`src/rtl/fetch_stage_pkg.sv`:
```
// fetch_stage_pkg
//   Shared constants and types for the fetch stage and the pipeline
//   registers downstream of it.
//   - PC_RESET / IM_BASE / IM_WORDS : default fetch-address map
//   - NOP_WORD                      : instruction injected for bubbles and bad fetches
//   - fd_bundle_t / FD_W            : F/D slot layout, reused by the D/E register
//   - FD_BUBBLE                     : value an emptied F/D slot takes
//   - pc_illegal()                  : fetch-address legality test
package fetch_stage_pkg;

  localparam int unsigned ADDR_W   = 32;
  localparam int unsigned INSTR_W  = 32;

  localparam logic [ADDR_W-1:0] PC_RESET = 32'h0000_3000;
  localparam logic [ADDR_W-1:0] IM_BASE  = 32'h0000_3000;
  localparam int unsigned       IM_WORDS = 4096;

  localparam logic [INSTR_W-1:0] NOP_WORD = 32'h0000_0000;

  localparam logic [ADDR_W-1:0]  BUBBLE_PC    = '0;
  localparam logic [INSTR_W-1:0] BUBBLE_INSTR = NOP_WORD;
  localparam logic               BUBBLE_VALID = 1'b0;
  localparam logic               BUBBLE_EXC   = 1'b0;

  typedef struct packed {
    logic [ADDR_W-1:0]  pc;
    logic [INSTR_W-1:0] instr;
    logic               valid;
    logic               exc_adel;
  } fd_bundle_t;

  localparam int unsigned FD_W = $bits(fd_bundle_t);

  localparam fd_bundle_t FD_BUBBLE = '{
    pc:       BUBBLE_PC,
    instr:    BUBBLE_INSTR,
    valid:    BUBBLE_VALID,
    exc_adel: BUBBLE_EXC
  };

  // Last legal word address for a memory of `words` words starting at `base`.
  function automatic logic [ADDR_W-1:0] im_last(input logic [ADDR_W-1:0] base,
                                                input int unsigned       words);
    return base + ADDR_W'(4 * words) - ADDR_W'(4);
  endfunction

  // A fetch is illegal when misaligned or outside [base, last].
  function automatic logic pc_illegal(input logic [ADDR_W-1:0] pc,
                                      input logic [ADDR_W-1:0] base,
                                      input logic [ADDR_W-1:0] last);
    return (pc[1:0] != 2'b00) || (pc < base) || (pc > last);
  endfunction

endpackage

```
`src/rtl/fetch_stage_if.sv`:
```
// fetch_stage_if
//   Instruction-memory read bus between the fetch stage and the I-memory.
//   - im_addr  : word address driven by fetch (master)
//   - im_rdata : instruction word, combinational from im_addr (slave)
interface fetch_stage_if;
  import fetch_stage_pkg::*;

  logic [ADDR_W-1:0]  im_addr;
  logic [INSTR_W-1:0] im_rdata;

  modport master (output im_addr, input  im_rdata);
  modport slave  (input  im_addr, output im_rdata);
endinterface

```
`src/rtl/fetch_stage_fd_reg.sv`:
```
// fd_reg
//   Generic pipeline register used between stages (F/D, D/E, E/M, M/W).
//   - clk    : rising-edge clock
//   - rst_n  : synchronous active-low reset, loads BUBBLE
//   - en_i   : capture d_i when high (driven by ~stall)
//   - clr_i  : load BUBBLE; overrides en_i (driven by flush)
//   - d_i    : next slot contents
//   - q_o    : registered slot contents
module fd_reg #(
  parameter int unsigned      WIDTH  = 1,
  parameter logic [WIDTH-1:0] BUBBLE = '0
) (
  input  logic             clk,
  input  logic             rst_n,
  input  logic             en_i,
  input  logic             clr_i,
  input  logic [WIDTH-1:0] d_i,
  output logic [WIDTH-1:0] q_o
);

  logic [WIDTH-1:0] slot_q;
  logic [WIDTH-1:0] slot_d;

  always_comb begin
    slot_d = slot_q;
    if (clr_i) begin
      slot_d = BUBBLE;
    end else if (en_i) begin
      slot_d = d_i;
    end
  end

  always_ff @(posedge clk) begin
    if (!rst_n) begin
      slot_q <= BUBBLE;
    end else begin
      slot_q <= slot_d;
    end
  end

  assign q_o = slot_q;

endmodule

```
`src/rtl/fetch_stage.sv`:
```
// fetch_stage
//   MIPS fetch stage plus the F/D pipeline register feeding decode.
//   Owns the PC, drives the instruction-memory address, applies
//   flush / stall / branch-jump redirect (one delay slot) and flags
//   illegal fetch addresses so the exception rides with the D slot.
//   - clk, reset      : rising-edge clock, synchronous active-low reset
//   - stall           : hold PC and F/D
//   - redirect        : D-stage branch/jump target valid in redirect_pc
//   - flush, flush_pc : empty F/D and restart fetch at flush_pc
//   - im              : instruction-memory bus (master side)
//   - F_pc, F_instruction : current fetch slot (trace / next D contents)
//   - D_pc, D_instruction, D_valid, D_exc_adel : registered slot for decode
module fetch_stage
  import fetch_stage_pkg::*;
#(
  parameter logic [ADDR_W-1:0] PC_RESET = fetch_stage_pkg::PC_RESET,
  parameter logic [ADDR_W-1:0] IM_BASE  = fetch_stage_pkg::IM_BASE,
  parameter int unsigned       IM_WORDS = fetch_stage_pkg::IM_WORDS
) (
  input  logic               clk,
  input  logic               reset,
  input  logic               stall,
  input  logic               redirect,
  input  logic [ADDR_W-1:0]  redirect_pc,
  input  logic               flush,
  input  logic [ADDR_W-1:0]  flush_pc,
  fetch_stage_if.master      im,
  output logic [ADDR_W-1:0]  F_pc,
  output logic [INSTR_W-1:0] F_instruction,
  output logic [ADDR_W-1:0]  D_pc,
  output logic [INSTR_W-1:0] D_instruction,
  output logic               D_valid,
  output logic               D_exc_adel
);

  localparam logic [ADDR_W-1:0] IM_LAST = im_last(IM_BASE, IM_WORDS);

  logic [ADDR_W-1:0] pc_q;
  logic [ADDR_W-1:0] pc_d;
  logic              f_illegal;
  fd_bundle_t        fd_d;
  fd_bundle_t        fd_q;

  assign f_illegal     = pc_illegal(pc_q, IM_BASE, IM_LAST);
  assign im.im_addr    = pc_q;
  assign F_pc          = pc_q;
  // The memory word is masked, never forwarded, when the address is bad.
  assign F_instruction = f_illegal ? NOP_WORD : im.im_rdata;

  // Redirect is examined only after stall so stale targets are dropped
  // while the hazard unit holds the pipe.
  always_comb begin
    pc_d = pc_q + ADDR_W'(4);
    if (flush) begin
      pc_d = flush_pc;
    end else if (stall) begin
      pc_d = pc_q;
    end else if (redirect) begin
      pc_d = redirect_pc;
    end
  end

  always_ff @(posedge clk) begin
    if (!reset) begin
      pc_q <= PC_RESET;
    end else begin
      pc_q <= pc_d;
    end
  end

  // On redirect the current F slot is the delay slot and is captured
  // exactly like a sequential fetch.
  always_comb begin
    fd_d          = FD_BUBBLE;
    fd_d.pc       = pc_q;
    fd_d.instr    = F_instruction;
    fd_d.valid    = 1'b1;
    fd_d.exc_adel = f_illegal;
  end

  fd_reg #(
    .WIDTH  (FD_W),
    .BUBBLE (FD_BUBBLE)
  ) u_fd_reg (
    .clk   (clk),
    .rst_n (reset),
    .en_i  (~stall),
    .clr_i (flush),
    .d_i   (fd_d),
    .q_o   (fd_q)
  );

  assign D_pc          = fd_q.pc;
  assign D_instruction = fd_q.instr;
  assign D_valid       = fd_q.valid;
  assign D_exc_adel    = fd_q.exc_adel;

endmodule

```
`src/flat_wrapper.sv`:
```
// flat-port wrapper written by rule: the top's interface ports become plain ports
module fetch_stage_flat import fetch_stage_pkg::*;
#(
  parameter logic [ADDR_W-1:0] PC_RESET = fetch_stage_pkg::PC_RESET,
  parameter logic [ADDR_W-1:0] IM_BASE  = fetch_stage_pkg::IM_BASE,
  parameter int unsigned       IM_WORDS = fetch_stage_pkg::IM_WORDS
)
  (clk, reset, stall, redirect, redirect_pc, flush, flush_pc, F_pc, F_instruction, D_pc, D_instruction, D_valid, D_exc_adel, im_im_addr, im_im_rdata);
  fetch_stage_if im_i ();
  input  logic clk;
  input  logic reset;
  input  logic stall;
  input  logic redirect;
  input  logic [ADDR_W-1:0] redirect_pc;
  input  logic flush;
  input  logic [ADDR_W-1:0] flush_pc;
  output logic [ADDR_W-1:0] F_pc;
  output logic [INSTR_W-1:0] F_instruction;
  output logic [ADDR_W-1:0] D_pc;
  output logic [INSTR_W-1:0] D_instruction;
  output logic D_valid;
  output logic D_exc_adel;
  output wire logic [$bits(im_i.im_addr)-1:0] im_im_addr;
  input wire logic [$bits(im_i.im_rdata)-1:0] im_im_rdata;
  assign im_im_addr = im_i.im_addr;
  assign im_i.im_rdata = im_im_rdata;
  fetch_stage #(.PC_RESET(PC_RESET), .IM_BASE(IM_BASE), .IM_WORDS(IM_WORDS)) u_core (.clk(clk), .reset(reset), .stall(stall), .redirect(redirect), .redirect_pc(redirect_pc), .flush(flush), .flush_pc(flush_pc), .im(im_i), .F_pc(F_pc), .F_instruction(F_instruction), .D_pc(D_pc), .D_instruction(D_instruction), .D_valid(D_valid), .D_exc_adel(D_exc_adel));
endmodule
```
`config.mk`:
```
export PLATFORM = sky130hd
export DESIGN_NAME = fetch_stage_flat
export DESIGN_NICKNAME = d
export VERILOG_FILES = /design/src/rtl/fetch_stage_pkg.sv /design/src/rtl/fetch_stage_if.sv /design/src/rtl/fetch_stage_fd_reg.sv /design/src/rtl/fetch_stage.sv /design/src/flat_wrapper.sv
export SDC_FILE = /design/constraint.sdc
export NUM_CORES = 1
export LEC_CHECK = 0
export CORE_UTILIZATION = 45
export CTS_BUF_LIST = sky130_fd_sc_hd__clkbuf_4 sky130_fd_sc_hd__clkbuf_8
export DETAILED_ROUTE_END_ITERATION = 7
export GPL_TIMING_DRIVEN = 0
export PLACE_DENSITY = 0.95
export SETUP_SLACK_MARGIN = 0.15
export SKIP_LAST_GASP = 1
export SLEW_MARGIN = 15
export SYNTH_ARGS = -nofsm -noshare
export SYNTH_HDL_FRONTEND = slang
export SYNTH_SLANG_ARGS = --single-unit
```
`constraint.sdc`:
```
create_clock -name clk -period 2.85 [get_ports clk]
set_input_delay 0.4275 -clock clk [delete_from_list [all_inputs] [get_ports clk]]
set_output_delay 0.4275 -clock clk [all_outputs]
set_load 0.05 [all_outputs]
```
==> impl_metrics.tcl, run 1 <==
set metrics [dict create \
    critPathMaxFanout 10 \
    synth-edff-count 0 \
    path_clk_slew_ns 0.09 \
    cp_common_cell "buf_6" \
    crit_arrival_ns 2.30 \
    drv_slew 0 \
    grt_pass1_vias 5487 \
    grt_pass1_wl_mm 28.3 \
    synth-async-reset-ratio_pct 0 \
    regArea_um2 1970 \
    power_leakage_nw 3.08 \
    yosysWarnings 0 \
    ys.flop_type "dfxtp_1" \
    drt_pass1_iterations 5 \
    tightest_slew_ns 0.771 \
    multi_input_area_um2 2710 \
    grt-ovfl-total 0 \
    final.setup.worst_slack_ns 0.121 \
    viasPerCell 5.66 \
    pre_cts_slack_ns -0.577 \
    clock_latency_ns 0.36 \
    clock_skew_ns 0.0107 \
    place.gp.congestion 1.01 \
    nets 1018 \
    crit_chain "buf_4, nor4_1, nand2_1, nor3_4, buf_6, clkbuf_4, and2_1, buf_6" \
    cts_tree "built" \
    post-route-min-period_ns 2.73 \
    fin_crit_sh_pct 95.8 \
    yosysTopAreaCellShare_pct 38.4 \
    status "finished, final reports clean" \
    htree_levels 3 \
    finalHoldViolCount 0 \
    max_cap_viol_count 0 \
    syn_inst 643 \
    yosysSeqAreaShare_pct 38.4 \
    netlist_area_um2 5110 \
    postRouteAntennaNets 0 \
    postCtsHoldBufs 0 \
    root_buffer "clkbuf_8" \
    diodes 0 \
    p_per_area_nw_per_um2 426 \
    slowest_stage "dfxtp_1" \
    avgRoutedWirePerCell_um 17.9 \
    relSlewSlack_pct 48.2 \
    clock_path_buffers 2 \
    grt_antenna_before_repair 0 \
    totalWireLength_mm 19.0 \
    row_count 38 \
    start_util_pct 46.8 \
    fmax_ghz 0.366 \
    syn_to_final_growth_pct 59.6 \
    dp_hpwl_mm 14.4 \
    start_kind "flop" \
    track_usage_pct 31.2 \
    required_ns 2.42 \
    grt_max_degree 16 \
    syn_area_per_cell_um2 7.95 \
    peakVddDrop_v 0.000344 \
    vias 6003 \
    max_stage_delay_ns 0.34 \
    drive_gt1_share_pct 12.8 \
    drc_errors 0 \
    ys_ff_latch 98 \
    cp-end-kind "primary output" \
    ys_types 55 \
    hp-class "flop to flop" \
    cts_buffers 9 \
    synth_fp_nets 745 \
    finalSetupViolCount 0 \
    core_area_um2 10900 \
    die-area_um2 11800 \
    port_buffers 259 \
    die_x_um 109 \
    ios 263 \
    nFillCells 826 \
    synth_area_leaders "dfxtp_1, mux2i_1, nand2_1" \
    clock_sinks 98 \
    tns_ns 0 \
    drt_iter0_markers 651 \
    synth_top_cell_by_area "dfxtp_1" \
    crit_type "flop to primary output" \
    die_y_um 109 \
]
[per-layer routing]
metal | global-route usage [%] | routed length (um) | vias up
li1 | - | - | 2781
met1 | 40.3 | 7570 | 2795
met2 | 50.6 | 9050 | 368
met3 | 6.21 | 1760 | 59
met4 | 12.6 | 582 | 0
met5 | 0 | 0 | -
[cells by family after synthesis]
logic type,Yosys count,synth area share (%)
buf+inv,94,9.54
xor+xnor,13,2.23
mux,33,6.46
flops,98,38.4
fa+ha+maj,1,0.245
simple gates,261,25.6
compound gates,143,17.5
[stage by stage]
| stage | utilization, % | cell area (um^2) | total power, mW | hold WS, ns | std cells |
|---|---|---|---|---|---|
| 6_report | 74.6 | 8160 | 3.48 | 0.463 | 1061 |
| 5_1_grt | 74.6 | 8160 | 3.60 | 0.489 | 1061 |
| 4_1_cts | 74.2 | 8120 | 3.47 | 0.467 | 1060 |
| 3_5_place_dp | 72.1 | 7880 | 2.47 | 0.454 | 1042 |
| 3_3_place_gp | 72.1 | 7880 | 2.45 | 0.437 | 1042 |
| 2_1_floorplan | - | 5110 | 2.07 | 0.551 | 643 |
[worst max-delay path: cells and delay by family (launching register included)]
| kind | cells | cell delay [ns] |
|---|---|---|
| buffers and inverters | 4 | 0.71 |
| DFF | 1 | 0.34 |
| and+or+nand+nor | 4 | 0.90 |
[cell usage after synthesis, types with 8 or more instances]
library cell	count
and2_1	35
nor2_1	44
nand2_1	80
nand3_1	49
o21ai_0	28
a21oi_1	51
clkbuf_1	34
o22ai_1	9
mux2i_1	33
buf_4	32
nor4_1	9
xor2_1	10
buf_1	14
a221o_1	8
o211ai_1	18
dfxtp_1	98
nor3_1	12
[worst paths after layout]
check / depth (start not counted) / end / slack [ns] / startpoint
setup reg to reg: 7 / u_core.F_pc[25] / 0.58 / u_core.F_pc[14]
hold reg to reg: 2 / u_core.u_fd_reg.q_o[7] / 0.46 / u_core.u_fd_reg.q_o[7]
setup / recovery: 8 / F_instruction[0] / 0.12 / u_core.F_pc[16]
hold / removal: 2 / u_core.u_fd_reg.q_o[7] / 0.46 / u_core.u_fd_reg.q_o[7]
[final cells by class]
class                           instances  area share (%)
Multi-Input combinational cell        451            33.2
Timing Repair Buffer                  262            31.4
Sequential cell                        98            24.1
Buffer                                 87            6.09
Tap cell                              140            2.15
Clock buffer                           12            1.79
Clock inverter                          4           0.935
Inverter                                7           0.322
[timing repair]
| item | in CTS | in global routing |
|---|---|---|
| gates resized for setup | 218 | 15 |
| endpoints found under the setup margin | 32 | 36 |
| setup buffers | 2 | 1 |
| pin swaps | 2 | 1 |
[report_power, final]
| group | internal, mW | switching, mW | leakage (nW) |
|---|---|---|---|
| Clock | 0.527 | 0.484 | 0.111 |
| Combinational | 0.404 | 0.568 | 2.17 |
| Sequential | 1.42 | 0.0808 | 0.800 |
| Total | 2.35 | 1.13 | 3.08 |
[flip-flops by register name, indices dropped and copies added (netlist names)]
signal / count
u_core.F_pc: 32
u_core.u_fd_reg.q_o: 66
[cells in the final DEF, fill, tap and decap left out, types with 4 or more instances in the layout]
cell type        synthesis  routed
clkdlybuf4s50_1          0     227
dfxtp_1                 98      94
nand2_1                 80      80
buf_4                   32      63
a21oi_1                 51      51
nand3_1                 49      48
nor2_1                  44      44
and2_1                  35      35
mux2i_1                 33      33
o21ai_0                 28      28
clkbuf_1                34      27
o211ai_1                18      18
xor2_1                  10      10
buf_1                   14      10
nor3_1                  12      10
buf_6                    1       9
o22ai_1                  9       9
clkbuf_8                 0       9
a221o_1                  8       8
nor4_1                   9       6
clkbuf_4                 0       6
inv_1                    6       6
nand4_1                  6       6
clkbuf_2                 1       5
buf_2                    5       5
nand2b_1                 4       4
dfxtp_2                  0       4
No activity file was read; power rests on OpenSTA's default activity.
==> run 2, diff against run 1 <==
--- a/config.mk
+++ b/config.mk
@@ -5,6 +5,7 @@
 export SDC_FILE = /design/constraint.sdc
 export NUM_CORES = 1
 export LEC_CHECK = 0
+export ABC_AREA = 1
 export CORE_UTILIZATION = 45
 export CTS_BUF_LIST = sky130_fd_sc_hd__clkbuf_4 sky130_fd_sc_hd__clkbuf_8
 export DETAILED_ROUTE_END_ITERATION = 7
==> impl_metrics.tcl, run 2 <==
set metrics [dict create \
    p_per_area_nw_per_um2 439 \
    die_y_um 110 \
    yosysSeqAreaShare_pct 37.5 \
    nets 1178 \
    rrSetupSlack_ns 0.85 \
    syn_to_final_growth_pct 55.5 \
    rsz0062_at_grt "yes" \
    clock_path_buffers 2 \
    dp_hpwl_mm 16.9 \
    largest_register_ffs 66 \
    synth_top_cell_by_area "dfxtp_1" \
    timing.rr.end "u_core.F_pc[28]" \
    post-route-min-period_ns 2.62 \
    ys_ff_latch 98 \
    placed_cell_area_um2 8020 \
    top_layer_used "met4" \
    clock_sinks 98 \
    viasPerCell 5.28 \
    final_common_cell "clkdlybuf4s50_1" \
    fin_hold_ws_ns 0.474 \
    finalInstanceArea_um2 8130 \
    track_usage_pct 35.2 \
    max_cap_viol_count 0 \
    tightest_slew_ns 0.670 \
    power_leakage_nw 3.42 \
    min_from "flush" \
    hold_depth 4 \
    cts_buffers 9 \
    yosysTopAreaCellShare_pct 37.5 \
    port_buffers 261 \
    drive_gt1_share_pct 11.3 \
    drt-met1-wl_mm 8.19 \
    met2_length_mm 10.6 \
    synth-async-reset-ratio_pct 0 \
    ys_types 28 \
    drt_iter0_markers 483 \
    die_x_um 110 \
    synth_fp_nets 905 \
    ios 263 \
    clock_skew_ns 0.0109 \
    syn_inst 803 \
    die-area_um2 12100 \
    grt-ovfl-total 0 \
    wl_met3_mm 1.96 \
    hold_end "u_core.F_pc[6]" \
    cts_tree "built" \
    grt_max_degree 19 \
    grt_antenna_before_repair 0 \
    finalHoldViolCount 0 \
    drt_pass1_iterations 5 \
    critPathMaxFanout 10 \
    fin_total_pwr_mw 3.57 \
    synth_area_leaders "dfxtp_1, nand2_1, o21ai_0" \
    clock_latency_ns 0.37 \
    totalWireLength_mm 21.4 \
    peakVddDrop_v 0.000393 \
    row_count 38 \
    final_cell_mix "clkdlybuf4s50_1, nand2_1, nor2_1, dfxtp_1, o21ai_0" \
    crit_arrival_ns 2.19 \
    yosysMostFrequentCell "nand2_1" \
    place.gp.congestion 0.960 \
    diodes 0 \
    syn_area_per_cell_um2 6.51 \
    core_area_um2 11100 \
    r2r_cells 10 \
    grt_pass1_vias 6124 \
    status "finished, final reports clean" \
    r2r-start "u_core.F_pc[3]" \
    yosysWarnings 0 \
    pre_cts_slack_ns -0.0251 \
    vias 6451 \
    final.setup.worst_slack_ns 0.233 \
    grt_pass1_wl_mm 31.7 \
    relSlewSlack_pct 55.3 \
    finalSetupViolCount 0 \
    path_clk_slew_ns 0.11 \
    crit_type "flop to primary output" \
    hp-class "input pin to flop" \
    drc_errors 0 \
    synth-edff-count 0 \
    required_ns 2.42 \
    drv_slew 0 \
    avgRoutedWirePerCell_um 17.5 \
    netlist_top_cells_count "nand2_1, nor2_1, dfxtp_1" \
    root_buffer "clkbuf_8" \
    ys.flop_type "dfxtp_1" \
    start_kind "flop" \
    fin_crit_sh_pct 91.8 \
    netlist_area_um2 5230 \
    fmax_ghz 0.382 \
    postRouteAntennaNets 0 \
    htree_levels 3 \
    start_util_pct 47.2 \
    cp-end-kind "primary output" \
]
-- run 2: what timing repair did --
| item | 4_1_cts | 5_1_grt |
|---|---|---|
| gates resized for setup | 122 | 53 |
| hold buffers | 0 | 0 |
| setup endpoints to repair | 32 | 32 |
| pin swaps | 1 | 0 |
| buffers inserted | 1 | 0 |
-- run 2: worst max path at each step --
stage                    start                 to  slack [ns]  depth (start not counted)
2_1_floorplan  u_core.F_pc[13]   F_instruction[0]        0.50                          7
3_3_place_gp   u_core.F_pc[15]   F_instruction[3]       -0.03                          9
3_5_place_dp   u_core.F_pc[13]  F_instruction[19]       -0.03                          8
4_1_cts        u_core.F_pc[15]   F_instruction[8]        0.15                         10
5_1_grt        u_core.F_pc[22]  F_instruction[15]        0.13                         10
6_report       u_core.F_pc[12]  F_instruction[24]        0.23                          9
-- run 2: power breakdown --
| group | internal (mW) | leakage [nW] | total, mW | switching (mW) |
|---|---|---|---|---|
| combinational | 0.408 | 2.52 | 1.07 | 0.667 |
| sequential | 1.43 | 0.803 | 1.51 | 0.0803 |
| clock | 0.424 | 0.0974 | 0.980 | 0.555 |
| total | 2.27 | 3.42 | 3.57 | 1.30 |
-- run 2: cell type report --
| class | instances | area [um^2] |
|---|---|---|
| fill | 921 | 2950 |
| timing repair buffer | 262 | 2510 |
| clock inverter | 7 | 86.3 |
| inverter | 93 | 349 |
| buffer | 71 | 438 |
| sequential | 98 | 1960 |
| multi-input combinational | 541 | 2480 |
| tap | 140 | 175 |
| clock buffer | 9 | 124 |
-- run 2: per-stage QoR --
| step | cells | setup TNS, ns | utilization, % |
|---|---|---|---|
| floorplan | 803 | 0 | - |
| global placement | 1204 | -0.132 | 72.4 |
| detailed placement | 1204 | -0.0797 | 72.4 |
| CTS | 1221 | 0 | 74.2 |
| global route | 1221 | 0 | 73.4 |
| finish | 1221 | 0 | 73.4 |
-- run 2: critical path: stages, from the launching register on --
cell and delay (ns):
dfxtp_1 0.52, nand2_1 0.21, inv_1 0.10, nor2_1 0.07, nor3_4 0.23, buf_12 0.15, buf_6 0.12, nand2_1 0.10
inv_1 0.07, buf_2 0.25
-- run 2: cell families (layout without fill, tap and decap cells) --
| kind of cell | after synthesis | count (layout) | synth area share (%) |
|---|---|---|---|
| compound gates | 201 | 201 | 20.0 |
| buf+inv | 164 | 442 | 15.1 |
| flops | 98 | 98 | 37.5 |
| simple gates | 335 | 335 | 26.5 |
| fa+ha+maj | 1 | 1 | 0.239 |
| xor+xnor | 4 | 4 | 0.670 |
-- run 2: routing by layer --
metal | track usage (%) | vias to the layer above
met5 | 0 | -
li1 | - | 3095
met3 | 8.54 | 45
met2 | 63.3 | 340
met4 | 12.3 | 0
met1 | 40.4 | 2971
==> run 3, diff against run 2 <==
--- a/config.mk
+++ b/config.mk
@@ -5,7 +5,6 @@
 export SDC_FILE = /design/constraint.sdc
 export NUM_CORES = 1
 export LEC_CHECK = 0
-export ABC_AREA = 1
 export CORE_UTILIZATION = 45
 export CTS_BUF_LIST = sky130_fd_sc_hd__clkbuf_4 sky130_fd_sc_hd__clkbuf_8
 export DETAILED_ROUTE_END_ITERATION = 7
==> results of run 3 <==
Final layout, timing and power as in run 1 (identical DEF).
==> variant, RTL diff (settings of run 3) <==
Set the package constant `INSTR_W` to 48 (it was 32).
--- a/src/rtl/fetch_stage_pkg.sv
+++ b/src/rtl/fetch_stage_pkg.sv
@@ -9,7 +9,7 @@
 package fetch_stage_pkg;
 
   localparam int unsigned ADDR_W   = 32;
-  localparam int unsigned INSTR_W  = 32;
+  localparam int unsigned INSTR_W  = 48;
 
   localparam logic [ADDR_W-1:0] PC_RESET = 32'h0000_3000;
   localparam logic [ADDR_W-1:0] IM_BASE  = 32'h0000_3000;
Interface: changed (resized D_instruction, F_instruction and im_im_rdata); port bits go from 263 to 311. No check against the original RTL was run, so the function may have changed too.
==> variant against run 3 <==
The flow now finishes with violations (DRC); cell area is 25% higher; sequential power is 15% higher; wire length is 36% higher; clock skew is 3.0 ps higher; via count is 22% higher; power is 21% higher; sequential cell count is 16 higher; synthesized area is 19% higher; setup slack worse by 50 ps; critical endpoint is now F_instruction[16]; largest power group unchanged.
==> variant: results (changes against run 3) <==
| Metric | Value |
|---|---|
| Outcome | finished with violations (was complete, no violations) |
| Failing checks | DRC |
| Worst r2r dst | u_core.F_pc[28] (was u_core.F_pc[25]) |
| CP startpoint | u_core.F_pc[26] (was u_core.F_pc[16]) |
| Worst vdd rail ir drop | 0.277 mV (was 0.344 mV) |
| GRT Total Usage | 35.4% (was 31.2%) |
| WL met2 | 12,400 um (was 9050 um) |
| Most frequent cells after synthesis | 114 x dfxtp_1, 52 x and2_1, 50 x and3_1 (was 98 x dfxtp_1, 80 x nand2_1, 51 x a21oi_1) |
| Number of global-route vias before repair | 7,066 (was 5,487) |
| Remaining routing DRC violations | 3 (was 0) |
| Drt pass-1 iters | 8 (was 5) |
| First-pass GRT wire length | 38,400 um (was 28,300 um) |
| Largest net degree at the start of global routing | 17 (was 16) |
| Minimum clock period | 2780 ps (was 2730 ps) |
| DP Worst Slack | -453 ps (was -577 ps) |
| Arr. time, crit path | 2350 ps (was 2300 ps) |
| Post-CTS Setup Bufs | 5 (was 2) |
| Post-Syn Instances | 699 (was 643) |
| Clk_lat worst skew | 460 ps (was 360 ps) |
| Leakage power total | 4.27 nW (was 3.08 nW) |
| Synth Area in XOR/XNOR | 0.431% (was 2.23%) |
| Post-DP HPWL | 17,900 um (was 14,400 um) |
| Reg2Reg Depth | 6 (was 7) |
| # port buffers | 309 (was 259) |
| Adder-cell share of the synthesized area | 0.205% (was 0.245%) |
| # placed instances | 1,184 (was 1,042) |
| Crit path capture | F_instruction[16] (was F_instruction[0]) |
| CTS resizes | 349 (was 218) |
| Non-Filler Instances | 1,226 (was 1,061) |
| Hold path cells | 1 (was 2) |
| Layout Skew | 13.8 ps (was 10.7 ps) |
| Seq/Total Area, Yosys | 37.4% (was 38.4%) |
| CTS H-Tree Depth | 4 (was 3) |
| Hold EP | u_core.u_fd_reg.q_o[1] (was u_core.u_fd_reg.q_o[7]) |
[variant: critical path, stage by stage (launching register included)]
cell and delay [ps]:
dfxtp_2 320, buf_6 130, nor4_4 300, nand3_2 160, nor3_4 250, buf_6 140, buf_12 140, buf_6 120
and2_1 150, buf_6 160
[variant: where the power goes]
group / internal [W] / switching (W)
logic: 0.000464 / 0.000639
registers: 0.00164 / 0.0000784
clock network: 0.000752 / 0.000646
total: 0.00286 / 0.00136
[variant: kinds of logic after synthesis]
family                   Yosys count
AND/OR/NAND/NOR                  280
AO/OA/AOI/OAI                    156
flip-flops                       114
buffers and inverters            110
multiplexers                      35
XOR/XNOR                           3
adder cells (fa/ha/maj)            1
[variant: final cells by class]
type	instances	area [um2]
repair buffers	321	3380
fillers	888	3010
clock buffers	22	290
inverters	10	37.5
clock inverters	7	60.1
diodes	1	2.50
plain buffers	100	621
well taps	176	220
flip-flops and latches	114	2290
multi-input cells	475	3330
